$ cat src/rtl/alu_pkg.sv
// Shared definitions for the ALU issue/writeback slice: opcodes, instruction
// field layout and the legacy FSM state encoding.
package alu_pkg;

    localparam int RA_W = 3;

    localparam logic [5:0] OP_ADD  = 6'h00;
    localparam logic [5:0] OP_SUB  = 6'h01;
    localparam logic [5:0] OP_DIV  = 6'h03;
    localparam logic [5:0] OP_NOTB = 6'h0C;
    localparam logic [5:0] OP_HALT = 6'h3F;

    localparam int OP_LO     = 26;
    localparam int RD_LO     = 23;
    localparam int RS1_LO    = 20;
    localparam int RS2_LO    = 17;
    localparam int IMMSEL_B  = 16;
    localparam int IMM_LO    = 0;

    localparam logic [0:0] ST_RUN  = 1'b0;
    localparam logic [0:0] ST_HALT = 1'b1;

    typedef struct packed {
        logic [5:0]      op;
        logic [RA_W-1:0] rd;
        logic [RA_W-1:0] rs1;
        logic [RA_W-1:0] rs2;
        logic            imm_sel;
        logic [15:0]     imm;
    } instr_t;

    function automatic instr_t decode(input logic [31:0] w);
        instr_t d;
        d.op      = w[OP_LO +: 6];
        d.rd      = w[RD_LO +: RA_W];
        d.rs1     = w[RS1_LO +: RA_W];
        d.rs2     = w[RS2_LO +: RA_W];
        d.imm_sel = w[IMMSEL_B];
        d.imm     = w[IMM_LO +: 16];
        return d;
    endfunction

endpackage

$ cat src/rtl/alu_issue_stage_if.sv
// Fetch handshake plus the operand/result bus between the issue stage and the ALU.
interface alu_issue_stage_if #(parameter int DATA_W = 16);

    logic              instr_valid;
    logic [31:0]       instr;
    logic              instr_ready;
    logic [DATA_W-1:0] alu_in1;
    logic [DATA_W-1:0] alu_in2;
    logic [5:0]        opcode;
    logic              alu_valid;
    logic [DATA_W-1:0] wb_data;

    modport master (
        output instr_valid, instr, wb_data,
        input  instr_ready, alu_in1, alu_in2, opcode, alu_valid
    );

    modport slave (
        input  instr_valid, instr, wb_data,
        output instr_ready, alu_in1, alu_in2, opcode, alu_valid
    );

endinterface

$ cat src/rtl/alu_regfile.sv
// 8x16 register file: two combinational read ports, a debug read port and one
// synchronous write port; r0 is hardwired to zero.
module alu_regfile
    import alu_pkg::*;
#(
    parameter int DATA_W = 16,
    parameter int NREG   = 8
) (
    input  logic              clk,
    input  logic              rst,
    input  logic [RA_W-1:0]   ra1_i,
    input  logic [RA_W-1:0]   ra2_i,
    input  logic [RA_W-1:0]   dbg_addr_i,
    output logic [DATA_W-1:0] rd1_o,
    output logic [DATA_W-1:0] rd2_o,
    output logic [DATA_W-1:0] dbg_data_o,
    input  logic              we_i,
    input  logic [RA_W-1:0]   wa_i,
    input  logic [DATA_W-1:0] wd_i
);

    logic [DATA_W-1:0] mem_q [NREG];

    always_ff @(posedge clk) begin
        if (!rst) begin
            for (int unsigned i = 0; i < NREG; i++) begin
                mem_q[i] <= '0;
            end
        end else if (we_i && wa_i != '0) begin
            mem_q[wa_i] <= wd_i;
        end
    end

    assign rd1_o      = (ra1_i == '0)      ? '0 : mem_q[ra1_i];
    assign rd2_o      = (ra2_i == '0)      ? '0 : mem_q[ra2_i];
    assign dbg_data_o = (dbg_addr_i == '0) ? '0 : mem_q[dbg_addr_i];

endmodule

$ cat src/rtl/alu_issue_stage.sv
// Operand-fetch/issue and writeback stage in front of the 16-bit ALU: decode,
// result forwarding, illegal/div-zero/HALT detection and registered ALU inputs.
module alu_issue_stage
    import alu_pkg::*;
#(
    parameter int         DATA_W  = 16,
    parameter int         NREG    = 8,
    parameter logic [5:0] HALT_OP = OP_HALT
) (
    input  logic               clk,
    input  logic               rst,
    alu_issue_stage_if.slave   bus,
    output logic               halted,
    output logic               illegal_err,
    output logic               div_zero_err,
    input  logic [RA_W-1:0]    dbg_addr,
    output logic [DATA_W-1:0]  dbg_data
);

    instr_t            ins;
    logic [0:0]        state_q, state_d;
    logic [DATA_W-1:0] in1_q, in1_d, in2_q, in2_d;
    logic [5:0]        op_q, op_d;
    logic [RA_W-1:0]   ex_rd_q, ex_rd_d;
    logic              valid_q, valid_d;
    logic              ill_q, ill_d, dz_q, dz_d;
    logic [DATA_W-1:0] rf1, rf2, v1, v2;
    logic              accept, legal, div0;

    assign ins = decode(bus.instr);

    alu_regfile #(
        .DATA_W (DATA_W),
        .NREG   (NREG)
    ) u_rf (
        .clk        (clk),
        .rst        (rst),
        .ra1_i      (ins.rs1),
        .ra2_i      (ins.rs2),
        .dbg_addr_i (dbg_addr),
        .rd1_o      (rf1),
        .rd2_o      (rf2),
        .dbg_data_o (dbg_data),
        .we_i       (valid_q),
        .wa_i       (ex_rd_q),
        .wd_i       (bus.wb_data)
    );

    // The in-flight result is written at the same edge this instruction reads,
    // so it must be bypassed; r0 is excluded because its write is dropped.
    always_comb begin
        v1 = rf1;
        v2 = rf2;
        if (valid_q && ex_rd_q == ins.rs1 && ins.rs1 != '0) v1 = bus.wb_data;
        if (valid_q && ex_rd_q == ins.rs2 && ins.rs2 != '0) v2 = bus.wb_data;
    end

    assign accept = bus.instr_valid && (state_q == ST_RUN);
    assign legal  = (ins.op <= OP_NOTB);
    assign div0   = (ins.op == OP_DIV) && (v1 == '0);

    always_comb begin
        state_d = state_q;
        in1_d   = in1_q;
        in2_d   = in2_q;
        op_d    = op_q;
        ex_rd_d = ex_rd_q;
        valid_d = 1'b0;
        ill_d   = ill_q;
        dz_d    = dz_q;
        if (accept) begin
            if (legal && !div0) begin
                valid_d = 1'b1;
                op_d    = ins.op;
                ex_rd_d = ins.rd;
                in1_d   = v1;
                in2_d   = ins.imm_sel ? DATA_W'(ins.imm) : v2;
            end else if (legal) begin
                dz_d    = 1'b1;
                state_d = ST_HALT;
            end else if (ins.op == HALT_OP) begin
                state_d = ST_HALT;
            end else begin
                ill_d   = 1'b1;
                state_d = ST_HALT;
            end
        end
    end

    always_ff @(posedge clk) begin
        if (!rst) begin
            state_q <= ST_RUN;
            in1_q   <= '0;
            in2_q   <= '0;
            op_q    <= '0;
            ex_rd_q <= '0;
            valid_q <= 1'b0;
            ill_q   <= 1'b0;
            dz_q    <= 1'b0;
        end else begin
            state_q <= state_d;
            in1_q   <= in1_d;
            in2_q   <= in2_d;
            op_q    <= op_d;
            ex_rd_q <= ex_rd_d;
            valid_q <= valid_d;
            ill_q   <= ill_d;
            dz_q    <= dz_d;
        end
    end

    assign bus.instr_ready = (state_q == ST_RUN);
    assign bus.alu_in1     = in1_q;
    assign bus.alu_in2     = in2_q;
    assign bus.opcode      = op_q;
    assign bus.alu_valid   = valid_q;
    assign halted          = (state_q == ST_HALT);
    assign illegal_err     = ill_q;
    assign div_zero_err    = dz_q;

endmodule
$ cat src/flat_wrapper.sv
// flat-port wrapper written by rule: the top's interface ports become plain ports
module alu_issue_stage_flat import alu_pkg::*;
#(
    parameter int         DATA_W  = 16,
    parameter int         NREG    = 8,
    parameter logic [5:0] HALT_OP = OP_HALT
)
  (clk, rst, halted, illegal_err, div_zero_err, dbg_addr, dbg_data, bus_instr_valid, bus_instr, bus_wb_data, bus_instr_ready, bus_alu_in1, bus_alu_in2, bus_opcode, bus_alu_valid);
  alu_issue_stage_if #(.DATA_W(DATA_W)) bus_i ();
  input  logic clk;
  input  logic rst;
  output logic halted;
  output logic illegal_err;
  output logic div_zero_err;
  input  logic [RA_W-1:0] dbg_addr;
  output logic [DATA_W-1:0] dbg_data;
  input wire logic [$bits(bus_i.instr_valid)-1:0] bus_instr_valid;
  input wire logic [$bits(bus_i.instr)-1:0] bus_instr;
  input wire logic [$bits(bus_i.wb_data)-1:0] bus_wb_data;
  output wire logic [$bits(bus_i.instr_ready)-1:0] bus_instr_ready;
  output wire logic [$bits(bus_i.alu_in1)-1:0] bus_alu_in1;
  output wire logic [$bits(bus_i.alu_in2)-1:0] bus_alu_in2;
  output wire logic [$bits(bus_i.opcode)-1:0] bus_opcode;
  output wire logic [$bits(bus_i.alu_valid)-1:0] bus_alu_valid;
  assign bus_i.instr_valid = bus_instr_valid;
  assign bus_i.instr = bus_instr;
  assign bus_i.wb_data = bus_wb_data;
  assign bus_instr_ready = bus_i.instr_ready;
  assign bus_alu_in1 = bus_i.alu_in1;
  assign bus_alu_in2 = bus_i.alu_in2;
  assign bus_opcode = bus_i.opcode;
  assign bus_alu_valid = bus_i.alu_valid;
  alu_issue_stage #(.DATA_W(DATA_W), .NREG(NREG), .HALT_OP(HALT_OP)) u_core (.clk(clk), .rst(rst), .bus(bus_i), .halted(halted), .illegal_err(illegal_err), .div_zero_err(div_zero_err), .dbg_addr(dbg_addr), .dbg_data(dbg_data));
endmodule
$ cat config.mk
export PLATFORM = sky130hd
export DESIGN_NAME = alu_issue_stage_flat
export DESIGN_NICKNAME = d
export VERILOG_FILES = /design/src/rtl/alu_pkg.sv /design/src/rtl/alu_issue_stage_if.sv /design/src/rtl/alu_regfile.sv /design/src/rtl/alu_issue_stage.sv /design/src/flat_wrapper.sv
export SDC_FILE = /design/constraint.sdc
export NUM_CORES = 1
export LEC_CHECK = 0
export ABC_CLOCK_PERIOD_IN_PS = 8670
export CORE_ASPECT_RATIO = 0.7
export CORE_MARGIN = 2
export CORE_UTILIZATION = 32
export CTS_CLUSTER_SIZE = 20
export DETAILED_ROUTE_END_ITERATION = 8
export MAX_ROUTING_LAYER = met4
export SLEW_MARGIN = 20
export SYNTH_ARGS = -nofsm -noshare
export SYNTH_HDL_FRONTEND = slang
export SYNTH_SLANG_ARGS = --single-unit
$ cat constraint.sdc
create_clock -name clk -period 8.67 [get_ports clk]
set_clock_uncertainty 0.2 [all_clocks]
set_input_delay 2.1675 -clock clk [delete_from_list [all_inputs] [get_ports clk]]
set_output_delay 2.1675 -clock clk [all_outputs]
set_load 0.05 [all_outputs]
Word level (Yosys, flattened, before mapping)
Memories as Yosys holds them, arrays and structs flattened.
Index checks and enable logic that the tools add are counted.
{ "word_totals": {"register_bits": 45, "ramBits": 128, "in_bits": 54, "mem_count": 1} }
{ "classes": {"n_mux": 14, "magnitude_cmp": 1, "eq_ne": 4, "bitwise": 4, "n_reduce_logical": 22} }
{ "mem_list": {"columns": ["name", "depth", "width", "rd", "rd_clocked_by_memory_dff", "wr", "line_no", "source"], "rows": [
  ["u_core.u_rf.mem_q", 8, 16, 3, 0, 8, "alu_regfile.sv:22", "logic [DATA_W-1:0] mem_q [NREG];"]
]} }
{ "op_table": {"columns": ["operator", "n"], "rows": [
  ["2-to-1 mux 16 bit", 7],
  ["zero test 16 bit", 1],
  ["OR reduction 16 bit", 1],
  ["zero test 3 bit", 3],
  ["nonzero test 3 bit", 3],
  ["logical AND 1 bit", 8],
  ["equality test 3 bit", 2],
  ["equality test 6 x 2 -> 1 bit (second input constant)", 1],
  ["equality test 6 bit (second input constant)", 1],
  ["<= comparator 6 x 4 -> 1 bit (second input constant)", 1],
  ["2-to-1 mux 1 bit", 6],
  ["AND reduction 2 bit", 3],
  ["NOT 1 bit", 4],
  ["AND reduction 4 bit", 1],
  ["2-to-1 mux 3 bit", 1],
  ["AND reduction 3 bit", 1],
  ["zero test 1 bit", 1]
]} }

Logic depth before layout (Yosys ltp)
Gate-level depths: netlist of run 1.
{ "depth": {"depth_word": 10, "depth_mapped": 11} }

By module
Synthesis of run 1 repeated with hierarchy kept, for this count alone.
{ "hier_totals": {"hier_cells": 839, "area_unflattened_um2": 10077.2} }
{ "by_module_without_submodules": {"columns": ["mod", "cells_each", "area_per_inst_um2", "n_inst", "seq_area_each_um2"], "rows": [
  ["alu_regfile", 571, 7607.3, 1, 3363.2],
  ["alu_issue_stage", 268, 2469.9, 1, 900.9]
]} }

Worst setup path before layout of run 1
OpenSTA, ideal clock, no wires.
{ "synth_path": {"path_kind": "input to output", "from": "input dbg_addr[0]", "to": "output dbg_data[15]", "t_arrival_ns": 4.303, "required_time_ns": 6.303, "path_stages": 5, "setup_slack_ns": 1.999, "cell_sequence": "clkbuf_1 > buf_1 > clkbuf_1 > a22oi_1 > o21ai_0"} }
{ "synth_via": {"elab_chain_len": 2, "word_cells_on_any_way": 3} }
{ "synth_rtl": {"columns": ["item", "line_no", "source"], "rows": [
  ["start: declaration", "flat_wrapper.sv:15", "input logic [RA_W-1:0] dbg_addr;"],
  ["memory read (8 x 16 bit) or zero test 3 bit (tied branches)", null, null],
  ["2-to-1 mux 16 bit *", "alu_regfile.sv:36", "assign dbg_data_o = (dbg_addr_i == '0) ? '0 : mem_q[dbg_addr_i];"],
  ["end: declaration", "flat_wrapper.sv:16", "output logic [DATA_W-1:0] dbg_data;"]
]} }
Mark *: on every way between the ends. The rest lies on a longest branch, timed or not.

Worst setup path after layout of run 1
{ "layout_path": {"from": "input dbg_addr[1]", "to": "output dbg_data[9]"} }
The elaborated chain is that of the path after synthesis.

==> summary.md, run 1 <==
| Metric | Value |
|---|---|
| Die Span Y | approximately 150 um |
| Post-Place Cell Area | 11650 um^2 |
| Least-Margin Pin Slew | 1098 ps |
| Total global routing overflow | 0 |
| DR vias/cell | 5.564 |
| Tightest Hold Check Type | reg2reg |
| Leading cell type in the layout, fill and taps excluded | and2_1 |
| Worst reg2reg startpoint | u_core.ex_rd_q[2] |
| H-tree levels | 4 |
| Mapped Area | slightly above 10000 um^2 |
| Peak supply drop | 0.1082 mV |
| Worst setup margin | 1865 ps |
| Share of layout cells above drive strength 1 | 0.2087 |
| Cts hold-fix bufs | 0 |
| Tmin final | 6805 ps |
| Vias in the first global route | 7191 |
| Max Fclk | between 100 and 150 MHz |
| Antenna violations before repair | 2 |
| Syn. warnings | 0 |
| Global-route wire length before repair | around 48000 um |
| Highest-count cells in the layout ignoring fill and taps | and2_1 (129), edfxtp_1 (128), clkdlybuf4s50_1 (90) |
| Post-cts resize count | 0 |
| Ys async rst share | 0 |
| Post-synth cell types | 54 |
| Max-cap viol count | 0 |
| Final Max Slew Viols | 0 |
| CORE AREA | 31150 um^2 |
| Max transition margin | 0.2675 |
| I/O Pins | 113 |
| Critical path arrival | 4440 ps |
| Placer Congestion | 0.9051 |
| Sequential share of the synthesized area | 0.4690 |
| Final wirelength | 32620 um |
| Fillers | 2940 |
| Avg Cell Area, Syn | around 13 um^2 |
| Worst setup startpoint | dbg_addr[1] |
| Crit. End Element | output port |
| Clk buf depth | 2 |
| Critical Path RT | 6300 ps |
| Largest net degree at the start of global routing | 77 |
| Initial core utilization | 0.3248 |
| Final instance area | 12230 um^2 |
| Placed Instances | between 1000 and 1500 |
| RSZ-0062 raised after global routing | no |
| Pre-Repair DR Iteration Count | 5 |
| Iteration-0 DRC Markers | 850 |
| Pre-CTS setup slack | 1858 ps |
| Clock Root Buffer | clkbuf_16 |
| Number of remaining DRC errors | 0 |
| Dpl hpwl | 22570 um |
| Final hold violations | 0 |
| PwrDens | 171.9 nW/um^2 |
| Clock sink count | 173 |
| Inserted Clock Buffers | 17 |
| Rows | 54 |
| Post-synth EDFFs | 128 |
| # port buffers | 112 |
| Register clock-pin slew on the reported worst setup and hold paths | roughly 60 ps |
| CTS tree | done |
| Wire per inst | 24.42 um |
| Cells after Synth | around 800 |
| Via count | 7433 |
| Layout area overhead | 20.84% |
| Type of origin of the critical path | input port |
| Worst-Skew Late Latency | 460 ps |
| Final setup viols | 0 |
| Setup TNS | 0 ps |
| Status | finished clean |
| Nets | 956 |
| Fin cells | 1336 |
| #FFs+latches synth | roughly 170 |
| Worst Min Path Start | u_core.bus.opcode[2] |
| Crit Path Max Fanout | 13 |
| Antenna-violating nets left | 0 |
| Setup bufs post-CTS | 0 |
| GRT Util Overall | 0.2041 |
| Leakage | 4.478 nW |
| Crit share post-route | 0.7849 |
| Critical path type | in2out |
| Top FF cell, synth | edfxtp_1 |
| Hold slack | 255.8 ps |
| Die W | 216.5 um |
| DIE AREA | 33080 um^2 |
per-stage QoR:
stage          utilization  power [mW]
6_report            0.3925       2.101
3_5_place_dp        0.3739       1.338
3_3_place_gp        0.3738       1.337
2_1_floorplan            -       1.199
5_1_grt             0.3925       2.167
4_1_cts             0.3924       2.112
synth_stat cells (4+ instances only):
master    number  area share
and2_1       129       0.080
edfxtp_1     128        0.38
mux4_2        70        0.16
mux2i_1       50       0.049
nand2_1       47       0.017
clkbuf_1      46       0.017
dfxtp_1       45       0.089
nor2_1        32       0.012
mux2_2        27       0.030
o21ai_0       26       0.013
a21oi_1       19      0.0094
inv_1         18      0.0067
a211oi_1      16       0.012
o211ai_1      16       0.012
a221oi_1      15       0.013
a22oi_1       14       0.010
o211a_1       13       0.013
buf_2         10      0.0049
mux4_1         8       0.021
buf_1          5      0.0019
buf_6          5      0.0056
nand4_1        5      0.0031
nor2b_1        5      0.0031
nor4_1         5      0.0031
xnor2_1        5      0.0043
or3_1          4      0.0025
worst max-delay path: stages:
cell and delay (ps):
clkdlybuf4s50_1 970, buf_4 350, mux2_2 360, a221oi_1 250
a21oi_1 100, buf_4 220
layout make-up:
class	count	area, um^2	share of cell area
Antenna cell	1	2.502	0.0002047
Clock buffer	20	467.9	0.03828
Clock inverter	12	108.9	0.008904
Inverter	18	67.56	0.005527
Multi-Input combinational cell	553	5055	0.4135
Sequential cell	173	4745	0.3881
Tap cell	420	525.5	0.04298
Timing Repair Buffer	139	1254	0.1025
cells by family (layout without fill, tap and decap cells):
group / Yosys count / count (layout) / synth area share
other: 1 / 17 / 0.0003707
muxes: 155 / 155 / 0.2561
and+or+nand+nor: 243 / 243 / 0.1346
DFF: 173 / 173 / 0.4690
xor gates and xnor gates: 6 / 6 / 0.005194
AOI/OAI and AO/OA: 133 / 133 / 0.09597
buffers and inverters: 86 / 189 / 0.03883
sequential cells by signal (all words and copies together) (netlist names):
name and flops:
u_core.bus.alu_valid 1, u_core.div_zero_err 1, u_core.u_rf.mem_q 128, u_core.bus.alu_in2 16
u_core.bus.opcode 6, u_core.bus.alu_in1 16, u_core.halted 1, u_core.illegal_err 1
u_core.ex_rd_q 3
final timing paths:
path	depth (start not counted)	slack, ps	to
worst max-delay path	6	1860	dbg_data[9]
worst min-delay path	2	260	u_core.bus.opcode[2]
worst max register to register	6	5180	u_core.bus.alu_in2[4]
worst min register to register	2	260	u_core.bus.opcode[2]
per-layer routing:
| layer | part of all wire | track usage | wire length [um] | vias to the layer above |
|---|---|---|---|---|
| li1 | - | - | - | 3268 |
| met1 | 0.46 | 0.2974 | 14980 | 3728 |
| met2 | 0.43 | 0.2805 | 14040 | 400 |
| met3 | 0.094 | 0.04950 | 3058 | 37 |
| met4 | 0.017 | 0.05577 | 550 | 0 |
| met5 | 0 | - | 0 | - |
report_power, final:
part,total (mW),switching (mW),leakage (nW),internal (mW)
Combinational,0.371,0.220,2.51,0.151
Clock,0.778,0.355,0.292,0.423
Sequential,0.952,0.0294,1.68,0.923
Total,2.10,0.604,4.48,1.50
No activity file was read; power rests on OpenSTA's default activity.
==> run 2: changes to the inputs <==
Settings changed: ABC_CLOCK_PERIOD_IN_PS 8670 to 5600.
Clock period 8.67 ns to 5.6 ns, I/O delays scaled along.
==> summary.md, run 2 (synthesized netlist as in run 1, its figures left out) <==
| Metric | Value |
|---|---|
| Status | finished clean |
| Antenna-violating nets left | 0 (unchanged) |
| Rows | 54 (unchanged) |
| I/O Pins | 113 (unchanged) |
| Die W | 216.5 um (unchanged) |
| P_int | 2.373 mW (+59%) |
| Largest net degree at the start of global routing | 76 (-1.3%) |
| Fillers | 2975 (+1.2%) |
| Crit share post-route | 0.8937 |
| Reg with most FFs | u_core.u_rf.mem_q |
| DIE AREA | 33080 um^2 (unchanged) |
| Iteration-0 DRC Markers | 865 (+1.8%) |
| Critical path arrival | 3400 ps (-1040 ps) |
| Least-Margin Pin Slew | 1118 ps (+20.95 ps) |
| Number of remaining DRC errors | 0 (unchanged) |
| Initial core utilization | 0.3248 (unchanged) |
| Diode count | 0 (-1) |
| Sequential share of power | 0.441 (-0.012) |
| Type of origin of the critical path | input port |
| Final hold violations | 0 (unchanged) |
| Antenna violations before repair | 0 (-2) |
| Flop2flop setup slack | 2350 ps (-2830 ps) |
| PwrDens | 264.9 nW/um^2 (+54%) |
| Setup TNS | 0 ps (unchanged) |
| Share of layout cells above drive strength 1 | 0.2242 (+0.01551) |
| Max reg flops | 128 (unchanged) |
| Crit Path Max Fanout | 8 (-5) |
| Via count | 7505 (+0.97%) |
| Pre-Repair DR Iteration Count | 6 (+1) |
| Highest-count cells in the layout ignoring fill and taps | and2_1 (129), edfxtp_1 (128), clkdlybuf4s50_1 (90) |
| Max Fclk | 199.8 MHz |
| Inserted Clock Buffers | 17 (unchanged) |
| Total global routing overflow | 0 (unchanged) |
| Cts hold-fix bufs | 0 (unchanged) |
| Clock share of power | 0.374 (+0.004) |
| Post-cts resize count | 0 (unchanged) |
| Final setup viols | 0 (unchanged) |
| Nets | 973 (+1.8%) |
| CTS tree | done |
| Wire per inst | 24.21 um (-0.86%) |
| Register clock-pin slew on the reported worst setup and hold paths | 70 ps (about the same) |
| Tightest Hold Check Type | reg2reg |
| DR vias/cell | 5.551 (-0.23%) |
| Global-route wire length before repair | 48830 um (+1.3%) |
| Peak supply drop | 0.1764 mV (+63%) |
| Leakage | 4.645 nW (+3.7%) |
| Clock Root Buffer | clkbuf_16 |
| RSZ-0062 raised after global routing | no |
| GRT Util Overall | 0.2083 (+0.004242) |
| Critical Path RT | 4000 ps (-2300 ps) |
| Max-cap viol count | 0 (unchanged) |
| Switching Power | 963.6 uW (+59%) |
| H-tree levels | 4 (unchanged) |
| Dpl hpwl | 22370 um (-0.88%) |
| Pre-CTS setup slack | 562.2 ps (-1296 ps) |
| Leading cell type in the layout, fill and taps excluded | and2_1 |
| Setup bufs post-CTS | 0 (unchanged) |
| Final wirelength | 32730 um (+0.32%) |
| Clk buf depth | 2 (unchanged) |
| Final Max Slew Viols | 0 (unchanged) |
| CORE AREA | 31150 um^2 (unchanged) |
| Die Span Y | 152.8 um (unchanged) |
| Clock sink count | 173 (unchanged) |
| Layout area overhead | 24.47% |
| Logic pwr share | 0.185 (+0.008) |
| Crit. End Element | output port |
| Max transition margin | 0.2536 (-0.01398) |
| Tmin final | 5005 ps |
| Vias in the first global route | 7406 (+3.0%) |
| Sw Share | 0.2888 (+0.001159) |
| Worst-Skew Late Latency | 460 ps (about the same) |
| # port buffers | 112 (unchanged) |
| Critical path type | in2out |
| Placer Congestion | 0.9106 (+0.61%) |
| Worst setup margin | 595.4 ps (-1270 ps) |
## run 2: power groups by stage
| stage | combinational, mW | sequential [mW] | clock (mW) |
|---|---|---|---|
| after floorplan | 0.322 | 1.54 | 0 |
| after global placement | 0.616 | 1.50 | 0 |
| after detailed placement | 0.617 | 1.50 | 0 |
| after CTS | 0.619 | 1.47 | 1.27 |
| after global routing | 0.652 | 1.48 | 1.31 |
| final | 0.617 | 1.47 | 1.25 |
## run 2: layout make-up
type                       count  area (um^2)  share of cell area
multi-input combinational    553         5046              0.4007
sequential                   173         4745              0.3768
timing repair buffer         156         1607              0.1276
tap                          420        525.5             0.04173
clock buffer                  17        425.4             0.03378
clock inverter                15        177.7             0.01411
inverter                      18        67.56            0.005365
## run 2: per-layer routing
layer	share of wire	wire, um	track usage
met3	0.094	3092	0.06487
met1	0.44	14490	0.2848
met2	0.45	14580	0.2982
met4	0.017	563	0.05577
met5	0	0	-
## run 2: worst max-delay path, stage by stage
cell and delay (ps):
clkdlybuf4s50_1 780, buf_4 290, mux2_2 350, a221oi_1 250
a21oi_1 130, buf_12 190
## run 2: final timing paths
check                         from                endpoint  cells after the start
min reg2reg  u_core.bus.alu_in2[7]   u_core.bus.alu_in2[7]                      2
max reg2reg      u_core.ex_rd_q[0]  u_core.bus.alu_in2[13]                      7
min          u_core.bus.alu_in2[7]   u_core.bus.alu_in2[7]                      2
max                    dbg_addr[1]            dbg_data[11]                      6
## run 2: through the flow
step	hold slack [ps]	power [mW]	util	std cells	area (um^2)
global route	280.1	3.441	0.4043	1352	12590
CTS	261.3	3.359	0.4043	1352	12590
floorplan	291.3	1.857	-	812	10170
global placement	242.6	2.112	0.3850	1320	11990
detailed placement	251.4	2.116	0.3850	1320	11990
finish	257.5	3.336	0.4043	1352	12590
